File: config.mk
export PLATFORM = sky130hd
export DESIGN_NAME = gate_bist_ctrl_flat
export DESIGN_NICKNAME = d
export VERILOG_FILES = /design/src/rtl/gate_bist_ctrl_if.sv /design/src/rtl/gate_bist_ctrl.sv /design/src/flat_wrapper.sv
export SDC_FILE = /design/constraint.sdc
export NUM_CORES = 1
export LEC_CHECK = 0
export BUFFER_PORTS_ARGS = -buffer_cell sky130_fd_sc_hd__buf_2
export CAP_MARGIN = 40
export CORE_ASPECT_RATIO = 0.5
export CORE_UTILIZATION = 30
export CTS_CLUSTER_SIZE = 14
export DETAILED_ROUTE_END_ITERATION = 10
export GPL_TIMING_DRIVEN = 0
export PLACE_DENSITY_LB_ADDON = 0.25
export SYNTH_ARGS = -nofsm -noshare
export SYNTH_HDL_FRONTEND = slang
export SYNTH_SLANG_ARGS = --single-unit
File: constraint.sdc
create_clock -name clk -period 2.5 [get_ports clk]
set_clock_uncertainty 0.15 [all_clocks]
set_input_delay 0 -clock clk [delete_from_list [all_inputs] [get_ports clk]]
set_output_delay 0 -clock clk [all_outputs]
set_load 0.05 [all_outputs]
File: src/rtl/gate_bist_ctrl_if.sv
// Handshake and result bundle between the gate BIST controller and its host.
// Optional resp_vec member appears only when GATE_BIST_RESP_EN is defined.
interface gate_bist_ctrl_if;
  logic       start;
  logic       dut_y;
  logic [2:0] dut_in;
  logic       busy;
  logic       done;
  logic       pass;
  logic [3:0] err_cnt;
  logic [2:0] fail_vec;
`ifdef GATE_BIST_RESP_EN
  logic [7:0] resp_vec;
`endif

  modport slave (
    input  start, dut_y,
    output dut_in, busy, done, pass, err_cnt, fail_vec
`ifdef GATE_BIST_RESP_EN
    , output resp_vec
`endif
  );

  modport master (
    output start, dut_y,
    input  dut_in, busy, done, pass, err_cnt, fail_vec
`ifdef GATE_BIST_RESP_EN
    , input resp_vec
`endif
  );
endinterface

File: src/rtl/gate_bist_ctrl.sv
// Exhaustive 3-input truth-table BIST for a switch-level gate under test.
// Define GATE_BIST_RESP_EN to add the per-vector response capture (resp_vec).
module gate_bist_ctrl #(
  parameter int         SETTLE = 2,
  parameter logic [7:0] EXP_TT = 8'h7F
) (
  input  logic             clk,
  input  logic             rst_n,
  gate_bist_ctrl_if.slave  bus
);

  localparam int S_EFF = (SETTLE < 1) ? 1 : SETTLE;
  localparam int CW    = (S_EFF < 2) ? 1 : $clog2(S_EFF);
  localparam logic [CW-1:0] CNT_LAST = CW'(S_EFF - 1);

  typedef enum logic [1:0] {
    ST_IDLE   = 2'd0,
    ST_SETTLE = 2'd1,
    ST_SAMPLE = 2'd2,
    ST_DONE   = 2'd3
  } state_t;

  state_t        state_r, state_s;
  logic [2:0]    dut_in_r, dut_in_s;
  logic [CW-1:0] cnt_r, cnt_s;
  logic          busy_r, busy_s;
  logic          done_r, done_s;
  logic          pass_r, pass_s;
  logic [3:0]    err_cnt_r, err_cnt_s;
  logic [2:0]    fail_vec_r, fail_vec_s;
  logic          first_fail_r, first_fail_s;
  logic [7:0]    resp_r, resp_s;
  logic          mismatch_s;

  // Next-state and next-register values for the whole controller.
  always_comb begin
    state_s      = state_r;
    dut_in_s     = dut_in_r;
    cnt_s        = cnt_r;
    busy_s       = busy_r;
    done_s       = done_r;
    pass_s       = pass_r;
    err_cnt_s    = err_cnt_r;
    fail_vec_s   = fail_vec_r;
    first_fail_s = first_fail_r;
    resp_s       = resp_r;
    // Case inequality so an X/Z response is scored as a mismatch.
    mismatch_s   = (bus.dut_y !== EXP_TT[dut_in_r]);

    case (state_r)
      ST_IDLE, ST_DONE: begin
        if (bus.start) begin
          state_s      = ST_SETTLE;
          dut_in_s     = 3'd0;
          cnt_s        = '0;
          busy_s       = 1'b1;
          done_s       = 1'b0;
          pass_s       = 1'b0;
          err_cnt_s    = 4'd0;
          fail_vec_s   = 3'd0;
          first_fail_s = 1'b0;
          resp_s       = 8'h00;
        end else begin
          state_s = state_r;
        end
      end
      ST_SETTLE: begin
        cnt_s = cnt_r + 1'b1;
        if (cnt_r == CNT_LAST) begin
          state_s = ST_SAMPLE;
        end else begin
          state_s = ST_SETTLE;
        end
      end
      ST_SAMPLE: begin
        resp_s[dut_in_r] = bus.dut_y;
        if (mismatch_s) begin
          err_cnt_s = err_cnt_r + 4'd1;
          if (!first_fail_r) begin
            fail_vec_s   = dut_in_r;
            first_fail_s = 1'b1;
          end else begin
            fail_vec_s   = fail_vec_r;
          end
        end else begin
          err_cnt_s = err_cnt_r;
        end
        if (dut_in_r == 3'd7) begin
          state_s  = ST_DONE;
          dut_in_s = 3'd0;
          busy_s   = 1'b0;
          done_s   = 1'b1;
          pass_s   = (err_cnt_r == 4'd0) && !mismatch_s;
        end else begin
          state_s  = ST_SETTLE;
          dut_in_s = dut_in_r + 3'd1;
          cnt_s    = '0;
        end
      end
      default: begin
        state_s = ST_IDLE;
      end
    endcase
  end

  // Register all state; reset discards any partial run.
  always_ff @(posedge clk) begin
    if (!rst_n) begin
      state_r      <= ST_IDLE;
      dut_in_r     <= 3'd0;
      cnt_r        <= '0;
      busy_r       <= 1'b0;
      done_r       <= 1'b0;
      pass_r       <= 1'b0;
      err_cnt_r    <= 4'd0;
      fail_vec_r   <= 3'd0;
      first_fail_r <= 1'b0;
      resp_r       <= 8'h00;
    end else begin
      state_r      <= state_s;
      dut_in_r     <= dut_in_s;
      cnt_r        <= cnt_s;
      busy_r       <= busy_s;
      done_r       <= done_s;
      pass_r       <= pass_s;
      err_cnt_r    <= err_cnt_s;
      fail_vec_r   <= fail_vec_s;
      first_fail_r <= first_fail_s;
      resp_r       <= resp_s;
    end
  end

  assign bus.dut_in   = dut_in_r;
  assign bus.busy     = busy_r;
  assign bus.done     = done_r;
  assign bus.pass     = pass_r;
  assign bus.err_cnt  = err_cnt_r;
  assign bus.fail_vec = fail_vec_r;
`ifdef GATE_BIST_RESP_EN
  assign bus.resp_vec = resp_r;
`else
  logic resp_unused_s;
  assign resp_unused_s = ^resp_r;
`endif

endmodule

File: src/flat_wrapper.sv
// flat-port wrapper written by rule: the top's interface ports become plain ports
module gate_bist_ctrl_flat 
#(
  parameter int         SETTLE = 2,
  parameter logic [7:0] EXP_TT = 8'h7F
)
  (clk, rst_n, bus_start, bus_dut_y, bus_dut_in, bus_busy, bus_done, bus_pass, bus_err_cnt, bus_fail_vec);
  gate_bist_ctrl_if bus_i ();
  input  logic clk;
  input  logic rst_n;
  input wire logic [$bits(bus_i.start)-1:0] bus_start;
  input wire logic [$bits(bus_i.dut_y)-1:0] bus_dut_y;
  output wire logic [$bits(bus_i.dut_in)-1:0] bus_dut_in;
  output wire logic [$bits(bus_i.busy)-1:0] bus_busy;
  output wire logic [$bits(bus_i.done)-1:0] bus_done;
  output wire logic [$bits(bus_i.pass)-1:0] bus_pass;
  output wire logic [$bits(bus_i.err_cnt)-1:0] bus_err_cnt;
  output wire logic [$bits(bus_i.fail_vec)-1:0] bus_fail_vec;
  assign bus_i.start = bus_start;
  assign bus_i.dut_y = bus_dut_y;
  assign bus_dut_in = bus_i.dut_in;
  assign bus_busy = bus_i.busy;
  assign bus_done = bus_i.done;
  assign bus_pass = bus_i.pass;
  assign bus_err_cnt = bus_i.err_cnt;
  assign bus_fail_vec = bus_i.fail_vec;
  gate_bist_ctrl #(.SETTLE(SETTLE), .EXP_TT(EXP_TT)) u_core (.clk(clk), .rst_n(rst_n), .bus(bus_i));
endmodule
* Yosys cells after proc, flatten, opt, wreduce, memory -nomap -nowiden
Memories as Yosys holds them, arrays and structs flattened. A register that Yosys moved wholly into a read port is not among the register bits.
Cells that the tools add are included.
** Word-level totals
- Bits in registers :: 17
- Memory bits (read-only) :: 8
- Input port bits :: 4
- Output and inout bits :: 13
- Logic and storage cells :: 63
- Memories :: 1
** Memory list
- (no name shown) :: depth 8, bits a word 1, rd ports 1, clocked after memory_dff 1, wr ports 0, RTL line gate_bist_ctrl.sv:48 : mismatch_s = (bus.dut_y !== EXP_TT[dut_in_r]);
** Cells by class
- Add/sub/neg operators :: 3
- Magnitude comparators :: 1
- Eq/ne operators :: 10
- Muxes and demuxes :: 28
- Reduce and logical (&&, ||, !) cells :: 11
** Operators with widths (number)
- 2-to-1 mux 3 bit :: 6
- case mux 3 bit (2 select lines) :: 2
- 2-to-1 mux 1 bit :: 8
- 2-to-1 mux 4 bit :: 2
- case mux 1 bit (2 select lines) :: 4
- case mux 4 bit (2 select lines) :: 1
- 2-to-1 mux 2 bit :: 3
- != test 2 bit, second input constant :: 3
- case mux 2 bit (3 select lines) :: 1
- AND reduction 3 bit :: 2
- adder 4 x 1 -> 4 bit, second input constant :: 1
- == test 2 bit, second input constant :: 2
- zero test 4 bit :: 1
- < comparator 3 x 4 -> 1 bit, second input constant :: 1
- != test 2 x 1 -> 1 bit, second input constant :: 2
- AND reduction 2 bit :: 2
- AND reduction 4 bit :: 1
- adder 3 x 1 -> 3 bit, second input constant :: 1
- == test 3 bit, second input constant :: 1
- case mux 1 bit (3 select lines) :: 1
- == test 2 x 1 -> 1 bit, second input constant :: 1
- zero test 2 bit :: 1
- nonzero test 2 bit :: 1
- OR reduction 2 bit :: 1
- 4 further kinds :: 4

* Depth between registers and ports, before layout
Gate-level depths: netlist of run 1.
- Depth after elaboration :: 7
- Mapped depth :: 8
- Mapped depth without buffers :: 6

* Least setup slack after synthesis of run 1
Ideal clock, no wire load.
- Path type :: reg2reg
- Start point :: register u_core.state_r[0]
- End point :: register with a tool-made name
- Setup time :: 0.135 ns
- Arrival time :: 1.897 ns
- Data required time :: 2.215 ns
- Slack :: 0.318 ns
- Cell stages (with the launch flop) :: 8
- Path buffers :: 1
- Period minus slack after synthesis :: 2.182 ns
- Cell sequence :: dfxtp_1 > inv_1 > ha_1 > and2b_1 > buf_6 > or2_4 > mux2i_1 > or4b_1
** RTL lines
- start: declaration :: RTL line gate_bist_ctrl.sv:23 : state_t state_r, state_s;
- start signal: assignment :: RTL line gate_bist_ctrl.sv:120 : state_r <= state_s;

==> results of run 1 <==
==> how the worst min path moves through the flow <==
stage              start                     to  slack, ps  cells past startpoint
2_1_floorplan      rst_n    u_core.first_fail_r         -3                      2
3_3_place_gp       rst_n  u_core.bus.err_cnt[1]        160                      3
3_5_place_dp       rst_n  u_core.bus.err_cnt[0]        170                      3
4_1_cts        bus_dut_y        u_core.bus.pass        0.4                      4
5_1_grt        bus_dut_y        u_core.bus.pass         50                      4
6_report       bus_dut_y        u_core.bus.pass       -0.3                      4
==> flip-flops by register name, indices dropped and copies added, names as in the netlist, named ones only <==
register and count:
u_core.bus.err_cnt 4, u_core.bus.dut_in 3, u_core.bus.fail_vec 3, u_core.state_r 2
u_core.cnt_r 1, u_core.bus.busy 1, u_core.bus.pass 1, u_core.first_fail_r 1
u_core.bus.done 1
==> cells in the final DEF (no fill, tap or decap), types with 3 or more instances in the layout <==
cell type  netlist  layout
clkbuf_8         0       4
a21oi_1          4       4
nand2_1         14      14
inv_1            4       4
dfxtp_1         18      18
mux2i_1          5       5
ha_1             8       8
o22ai_1          4       4
buf_2            0      16
o21ai_0          4       4
nand4_1          3       3
clkbuf_1         3       3
nor2b_1          4       4
nand3_1          3       3
nor3b_1          3       3
==> layout make-up <==
type                    count  area [um2]
well taps                  37        46.3
repair buffers             18         100
clock buffers               4        55.1
flip-flops and latches     18         360
inverters                   4        15.0
plain buffers               5        26.3
fillers                   299        1640
multi-input cells          75         538
==> tightest hold or removal path, stage by stage <==
cell      delay, ps
buf_2            80
xnor2_1         100
nand4_1         100
a21boi_0         70
==> kinds of logic (layout without fill, tap and decap cells) <==
| family | count (synthesis) | after routing | share of synthesized area |
|---|---|---|---|
| AO/OA/AOI/OAI | 22 | 22 | 0.173 |
| XOR/XNOR | 1 | 1 | 0.00932 |
| adder cells (fa/ha/maj) | 8 | 8 | 0.107 |
| buffers and inverters | 9 | 31 | 0.0439 |
| flip-flops | 18 | 18 | 0.383 |
| multiplexers | 5 | 5 | 0.0533 |
| AND/OR/NAND/NOR | 39 | 39 | 0.230 |
==> stage by stage <==
step | util | total power, mW | hold slack (ps) | cell area, um2 | worst slack, ps
finish | 0.410 | 0.639 | -0.258 | 1140 | 150
global route | 0.410 | 0.661 | 48.9 | 1140 | 70.4
CTS | 0.410 | 0.647 | 0.437 | 1140 | 154
detailed placement | 0.383 | 0.396 | 167 | 1070 | 165
global placement | 0.383 | 0.395 | 160 | 1070 | 178
floorplan | - | 0.375 | -2.82 | 940 | 318
==> where the power goes <==
| group | total [mW] | switching (mW) | internal [mW] |
|---|---|---|---|
| sequential | 0.298 | 0.00461 | 0.293 |
| combinational | 0.0942 | 0.0558 | 0.0384 |
| clock | 0.247 | 0.107 | 0.140 |
==> timing repair <==
item	4_1_cts	5_1_grt
hold buffers	2	0
gates resized for setup	0	0
endpoints found under the hold margin	5	0
==> layer usage <==
layer | GRT usage | vias up
met3 | 0.0462 | 4
met1 | 0.171 | 356
met5 | 0 | -
met2 | 0.161 | 13
li1 | - | 403
met4 | 0.0429 | 0
==> impl_metrics.toml, run 1 <==
[outcome]
status = "finished, violations left"
failed_checks = "negative hold slack"

[grt]
grt_pass1_wl_um = 3020
grt_usage = 0.120
grt_pass1_vias = 637
overflow = 0
antenna_found_initial = 0
grt_max_degree = 11

[synth]
synth-async-reset-ratio = 0
synth_seq_cells = 18
yosys-top-cells-area = "dfxtp_1 (38%), ha_1 (11%), nand2_1 (5.6%)"
synth_common_cells = "dfxtp_1 (18), nand2_1 (14), ha_1 (8), mux2i_1 (5)"
yosys_warnings = 0
syn_nets = 114
synth_area_leader_cell = "dfxtp_1"
synthCells = 102
ys_types = 32
ys_seq_area_frac = 0.383
synth_top_area_frac = 0.383
yosysMostFrequentCell = "dfxtp_1"
syn_area_um2 = 940
synth_edf_count = 0
yosys_most_used_dff = "dfxtp_1"
syn_area_per_cell_um2 = 9.21

[route]
post-route-drc-count = 0
top_layer_used = "met4"
drt-total-wl_um = 1910
routedWlPerCell_um = 11.9
dr_wl_met3_um = 82
via_per_inst = 4.82
drt-met1-wl_um = 1040
firstDrtPassIters = 4
ant_nets = 0
vias = 776
drt_iter0_markers = 25
wl_met2_um = 767

[critical_path]
critical_path_class = "reg -> reg"
slowest_delay_ps = 510
r2r-start = "u_core.state_r[0]"
crit_family = "simple AND/OR/NAND/NOR gates"
cp.depth = 7
required_ps = 2490
worstSetupStartpoint = "u_core.state_r[0]"
crit_path_start_kind = "flip-flop"
path_cells = "inv_1 > ha_1 > and2b_1 > buf_6 > or2_4 > mux2i_1 > or4b_1"
reg2reg_slack_ps = 150
cp_max_fo = 9
reg2reg_depth = 7
critPathBufInv = 2
critPathSlowestCell = "or4b_1"
end_kind = "flip-flop"
critical_path_arrival_ps = 2340

[layout]
layout-drive-gt1-share = 0.218
n_antenna_cell = 0
nets = 137
area_growth_pct = 21.4
fin_cells = 161

[timing]
min_period_ps = 2350
drv_slew = 0
holdWs_ps = -0.258
slew-limit-headroom = 0.690
hold_viol = 1
finalSetupViolCount = 0
timing.final.crit_share = 0.940
setup_tns_ps = 0
rsz0062_at_grt = "no"
worstMarginPinSlew_ps = 464
max_freq_ghz = 0.426

[clock_network]
numCtsBuffers = 3
clk_latency_ps = 260
cts_setup_buffers = 0
cts.htree.levels = 1
cts_sinks = 18
cts_tree = "done"
cts_root_buf = "clkbuf_8"
clk_pin_slew_worst_paths_ps = 70
clockBufferDepth = 2

[floorplan]
core_area_um2 = 2780
die_w_um = 81.1
num_io_pins = 17
std_cell_rows = 13
initial_utilization = 0.338
fp.dieArea_um2 = 3370
fp.dieH_um = 41.6

[min_path]
min_path_type = "in -> reg"

[power]
pwr_density_cell_nw_per_um2 = 560
ir_worst_vdd_mv = 0.217
leakagePower_nw = 0.483

[place]
port-buffer-count = 16
gp_congestion = 0.716
hpwlAfterDp_um = 1400
dp.cells = 155

[run]
maxCapViolations = 0
Note: power is estimated with default switching activity, not from simulation.
==> run 2: changes to the inputs <==
Settings changed: HOLD_SLACK_MARGIN set to 0.02.
==> run 2 against run 1 <==
- the flow now finishes without violations
- clock power barely moved
- via count up 0.64%
- core utilization rose by 0.36 points
- cell count increased by 0.62%
==> impl_metrics.toml, run 2 (same netlist as run 1, synthesis figures left out) <==
[route]
drt-total-wl_um = 1920
ant_nets = 0
vias = 781
wl_met2_um = 772
drt_iter0_markers = 23
routedWlPerCell_um = 11.9
post-route-drc-count = 0
dr_wl_met3_um = 82
via_per_inst = 4.82
drt-met1-wl_um = 1040
firstDrtPassIters = 4
top_layer_used = "met4"

[power]
power_switching_mw = 0.167
pwr_density_cell_nw_per_um2 = 556
finalPower_mw = 0.640
ir_worst_vdd_mv = 0.217
clkPwrFrac = 0.386
p_comb_frac = 0.149
switching_share = 0.262
leakagePower_nw = 0.488
pwr-share-seq = 0.465
internal-power_mw = 0.473

[timing]
max_freq_ghz = 0.425
hold_viol = 0
min_period_ps = 2350
worstMarginPinSlew_ps = 464
setup_tns_ps = 0
slew-limit-headroom = 0.690
finalSetupViolCount = 0
drv_slew = 0
timing.final.crit_share = 0.940
rsz0062_at_grt = "no"

[place]
hpwlAfterDp_um = 1400
dp.cells = 155
port-buffer-count = 16
gp_congestion = 0.716

[critical_path]
critical_path_class = "reg -> reg"
slowest_delay_ps = 510
crit_path_start_kind = "flip-flop"
critPathSlowestCell = "or4b_1"
r2r-start = "u_core.state_r[0]"
critical_path_arrival_ps = 2340
reg2reg_depth = 7
cp_max_fo = 9
required_ps = 2490
path_cells = "inv_1 > ha_1 > and2b_1 > buf_6 > or2_4 > mux2i_1 > or4b_1"
reg2reg_slack_ps = 150
end_kind = "flip-flop"

[clock_network]
numCtsBuffers = 3
cts.htree.levels = 1
cts_sinks = 18
cts_root_buf = "clkbuf_8"
clk_pin_slew_worst_paths_ps = 70
clk_latency_ps = 260
cts_tree = "done"
cts_resized = 0
clockBufferDepth = 2

[floorplan]
die_w_um = 81.1
fp.dieH_um = 41.6
std_cell_rows = 13
fp.dieArea_um2 = 3370
core_area_um2 = 2780
num_io_pins = 17
initial_utilization = 0.338

[grt]
grt_pass1_wl_um = 3040
grt_max_degree = 11
antenna_found_initial = 0
grt_pass1_vias = 642
grt_usage = 0.121
overflow = 0

[run]
maxCapViolations = 0

[min_path]
min_path_type = "reg -> reg"
worstHoldStart = "u_core.bus.fail_vec[2]"
min_to = "u_core.bus.fail_vec[2]"
hold_depth = 2

[layout]
fin_cells = 162
final_core_util = 0.414
final_cell_mix = "dfxtp_1 (18), buf_2 (16), nand2_1 (14)"
nets = 138
largest_register_ffs = 4
seq_area_um2 = 360
area_growth_pct = 22.5
multiInputGateArea_um2 = 538
final_common_cell = "dfxtp_1"
layout-drive-gt1-share = 0.216
nFillCells = 299
n_antenna_cell = 0

[outcome]
status = "complete, no violations"
-- run 2: cell types whose count changed in the layout (fill, tap and decap cells not counted) --
cell / delta
dlygate4sd3_1: +1
-- run 2: per-layer routing --
metal,global-route usage,up-vias
met5,0,-
met4,0.0429,0
met3,0.0462,4
met2,0.161,13
met1,0.172,359
li1,-,405
-- run 2: repair_timing --
action | 4_1_cts | 5_1_grt
endpoints found under the hold margin | 6 | 0
buffers inserted | 0 | 0
hold buffers | 3 | 0
-- run 2: how the worst max path moves through the flow --
| stage | start | endpoint | slack, ps |
|---|---|---|---|
| detailed placement | u_core.state_r[0] | flip-flop | 170 |
| CTS | u_core.state_r[0] | flip-flop | 150 |
| global route | u_core.state_r[0] | u_core.bus.fail_vec[1] | 70 |
| global placement | u_core.state_r[0] | flip-flop | 180 |
| floorplan | u_core.state_r[0] | flip-flop | 320 |
| finish | u_core.state_r[0] | flip-flop | 150 |
-- run 2: critical path: cells and delay by family (launching register included) --
kind	cells	cell delay [ps]
fa+ha+maj	1	380
simple gates	3	950
buf+inv	2	240
mux	1	140
flops	1	380
-- run 2: area by class of cell --
class                      count  share of cell area
inverter                       4              0.0130
multi-input combinational     75               0.467
timing repair buffer          19              0.0957
buffer                         5              0.0228
tap                           37              0.0402
sequential                    18               0.313
clock buffer                   4              0.0478
-- run 2: power groups by stage --
stage	clock network [mW]	registers, mW	logic [mW]
floorplan	0	0.311	0.0642
global placement	0	0.304	0.0911
detailed placement	0	0.304	0.0920
CTS	0.255	0.297	0.0957
global route	0.259	0.298	0.105
finish	0.247	0.298	0.0954
-- run 2: per-stage QoR --
step,hold WS [ps],worst slack (ps),area [um2]
floorplan,-2.82,318,940
global placement,160,178,1070
detailed placement,167,165,1070
CTS,326,154,1150
global route,356,71.6,1150
finish,320,149,1150
==> run 3: changes to the inputs <==
Settings changed: SETUP_SLACK_MARGIN set to 0.4.
Clock period 2.5 ns to 2.1 ns, I/O delays scaled along.
==> run 3 against run 2 <==
- final area grew 13%
- critical path depth is the same
- sequential power grew 18%
- register-to-register slack lost 40 ps
- worst setup slack lost 41 ps
==> impl_metrics.toml, run 3 (same netlist as run 1, synthesis figures left out) <==
[outcome]
status = "complete, no violations"

[critical_path]
critical_path_class = "reg -> reg"
reg2reg_depth = 7
r2r-start = "u_core.state_r[0]"
critPathSlowestCell = "or4b_1"
reg2reg_slack_ps = 110
slowest_delay_ps = 470
cp_max_fo = 4
critical_path_arrival_ps = 1970
critPathBufInv = 2
required_ps = 2080
end_kind = "flip-flop"
path_cells = "inv_2 > ha_4 > and2b_1 > buf_6 > or2_4 > mux2i_1 > or4b_1"
crit_family = "simple AND/OR/NAND/NOR gates"
crit_path_start_kind = "flip-flop"
cp.depth = 7

[grt]
grt_usage = 0.130
grt_pass1_vias = 711
antenna_found_initial = 0
grt_pass1_wl_um = 3290
grt_max_degree = 11
overflow = 0

[min_path]
worstHoldStart = "bus_start"
min_to = "u_core.bus.done"
hold_depth = 3
min_path_type = "in -> reg"

[place]
hpwlAfterDp_um = 1350
gp_congestion = 0.761
dp.cells = 155
port-buffer-count = 16

[clock_network]
cts_root_buf = "clkbuf_8"
cts.htree.levels = 1
clockBufferDepth = 2
numCtsBuffers = 3
cts_tree = "done"
cts_sinks = 18
clk_pin_slew_worst_paths_ps = 70
clk_latency_ps = 250

[layout]
final_core_util = 0.469
final_cell_mix = "buf_2 (16), nand2_1 (14), dfxtp_1 (14)"
area_growth_pct = 38.9
n_antenna_cell = 0
nFillCells = 268
final_common_cell = "buf_2"
largest_register_ffs = 4
fin_cells = 173
nets = 149
layout-drive-gt1-share = 0.360

[floorplan]
initial_utilization = 0.338
die_w_um = 81.1
core_area_um2 = 2780
fp.dieArea_um2 = 3370
fp.dieH_um = 41.6
std_cell_rows = 13
num_io_pins = 17

[route]
routedWlPerCell_um = 11.7
firstDrtPassIters = 5
post-route-drc-count = 0
drt-total-wl_um = 2030
ant_nets = 0
via_per_inst = 4.64
drt_iter0_markers = 32
vias = 803

[timing]
hold_viol = 0
finalSetupViolCount = 0
setup_tns_ps = 0
min_period_ps = 1990
max_freq_ghz = 0.502
worstMarginPinSlew_ps = 421
slew-limit-headroom = 0.720
drv_slew = 0
timing.final.crit_share = 0.948
rsz0062_at_grt = "yes"

[power]
pwr_density_cell_nw_per_um2 = 626
leakagePower_nw = 0.564
ir_worst_vdd_mv = 0.339

[run]
maxCapViolations = 0
## run 3: how the worst max path moves through the flow
| stage | end | from | slack, ps |
|---|---|---|---|
| 2_1_floorplan | flip-flop | u_core.state_r[0] | 130 |
| 3_3_place_gp | flip-flop | u_core.state_r[0] | 40 |
| 3_5_place_dp | flip-flop | u_core.state_r[0] | 30 |
| 4_1_cts | flip-flop | u_core.state_r[0] | 120 |
| 5_1_grt | flip-flop | u_core.state_r[0] | 50 |
| 6_report | flip-flop | u_core.state_r[0] | 110 |
## run 3: power breakdown
| group | switching, mW | internal [mW] |
|---|---|---|
| combinational | 0.0837 | 0.0906 |
| sequential | 0.00486 | 0.348 |
| clock | 0.122 | 0.167 |
## run 3: area by class of cell
cell class,instances,area [um2],share of cell area
inverters,4,15.0,0.0115
plain buffers,5,41.3,0.0316
clock buffers,4,55.1,0.0422
multi-input cells,75,576,0.441
well taps,37,46.3,0.0355
flip-flops and latches,18,368,0.282
repair buffers,30,204,0.156
## run 3: what timing repair did
action,CTS,global route
pin swaps,6,7
setup endpoints to repair,15,18
hold endpoints to repair,6,0
hold buffers,3,0
gates resized for setup,13,9
setup buffers,10,1
## run 3: routing by layer
metal | global-route usage | part of all wire | vias up
li1 | - | - | 429
met1 | 0.192 | 0.53 | 364
met2 | 0.182 | 0.43 | 8
met3 | 0.0462 | 0.029 | 2
met4 | 0.0214 | 0.0064 | 0
met5 | 0 | 0 | -
## run 3: worst min-delay path, cell delays in order
cell	delay (ps)
buf_2	90
a21boi_0	70
o221a_2	250
## run 3: stage by stage
stage / power, mW / setup slack, ps / hold slack (ps) / area (um2)
final: 0.816 / 109 / 48.5 / 1310
after global routing: 0.858 / 47.9 / 53.5 / 1310
after CTS: 0.814 / 119 / 49.3 / 1270
after detailed placement: 0.476 / 29.4 / 170 / 1080
after global placement: 0.477 / 44.1 / 159 / 1080
after floorplan: 0.452 / 131 / -2.82 / 957
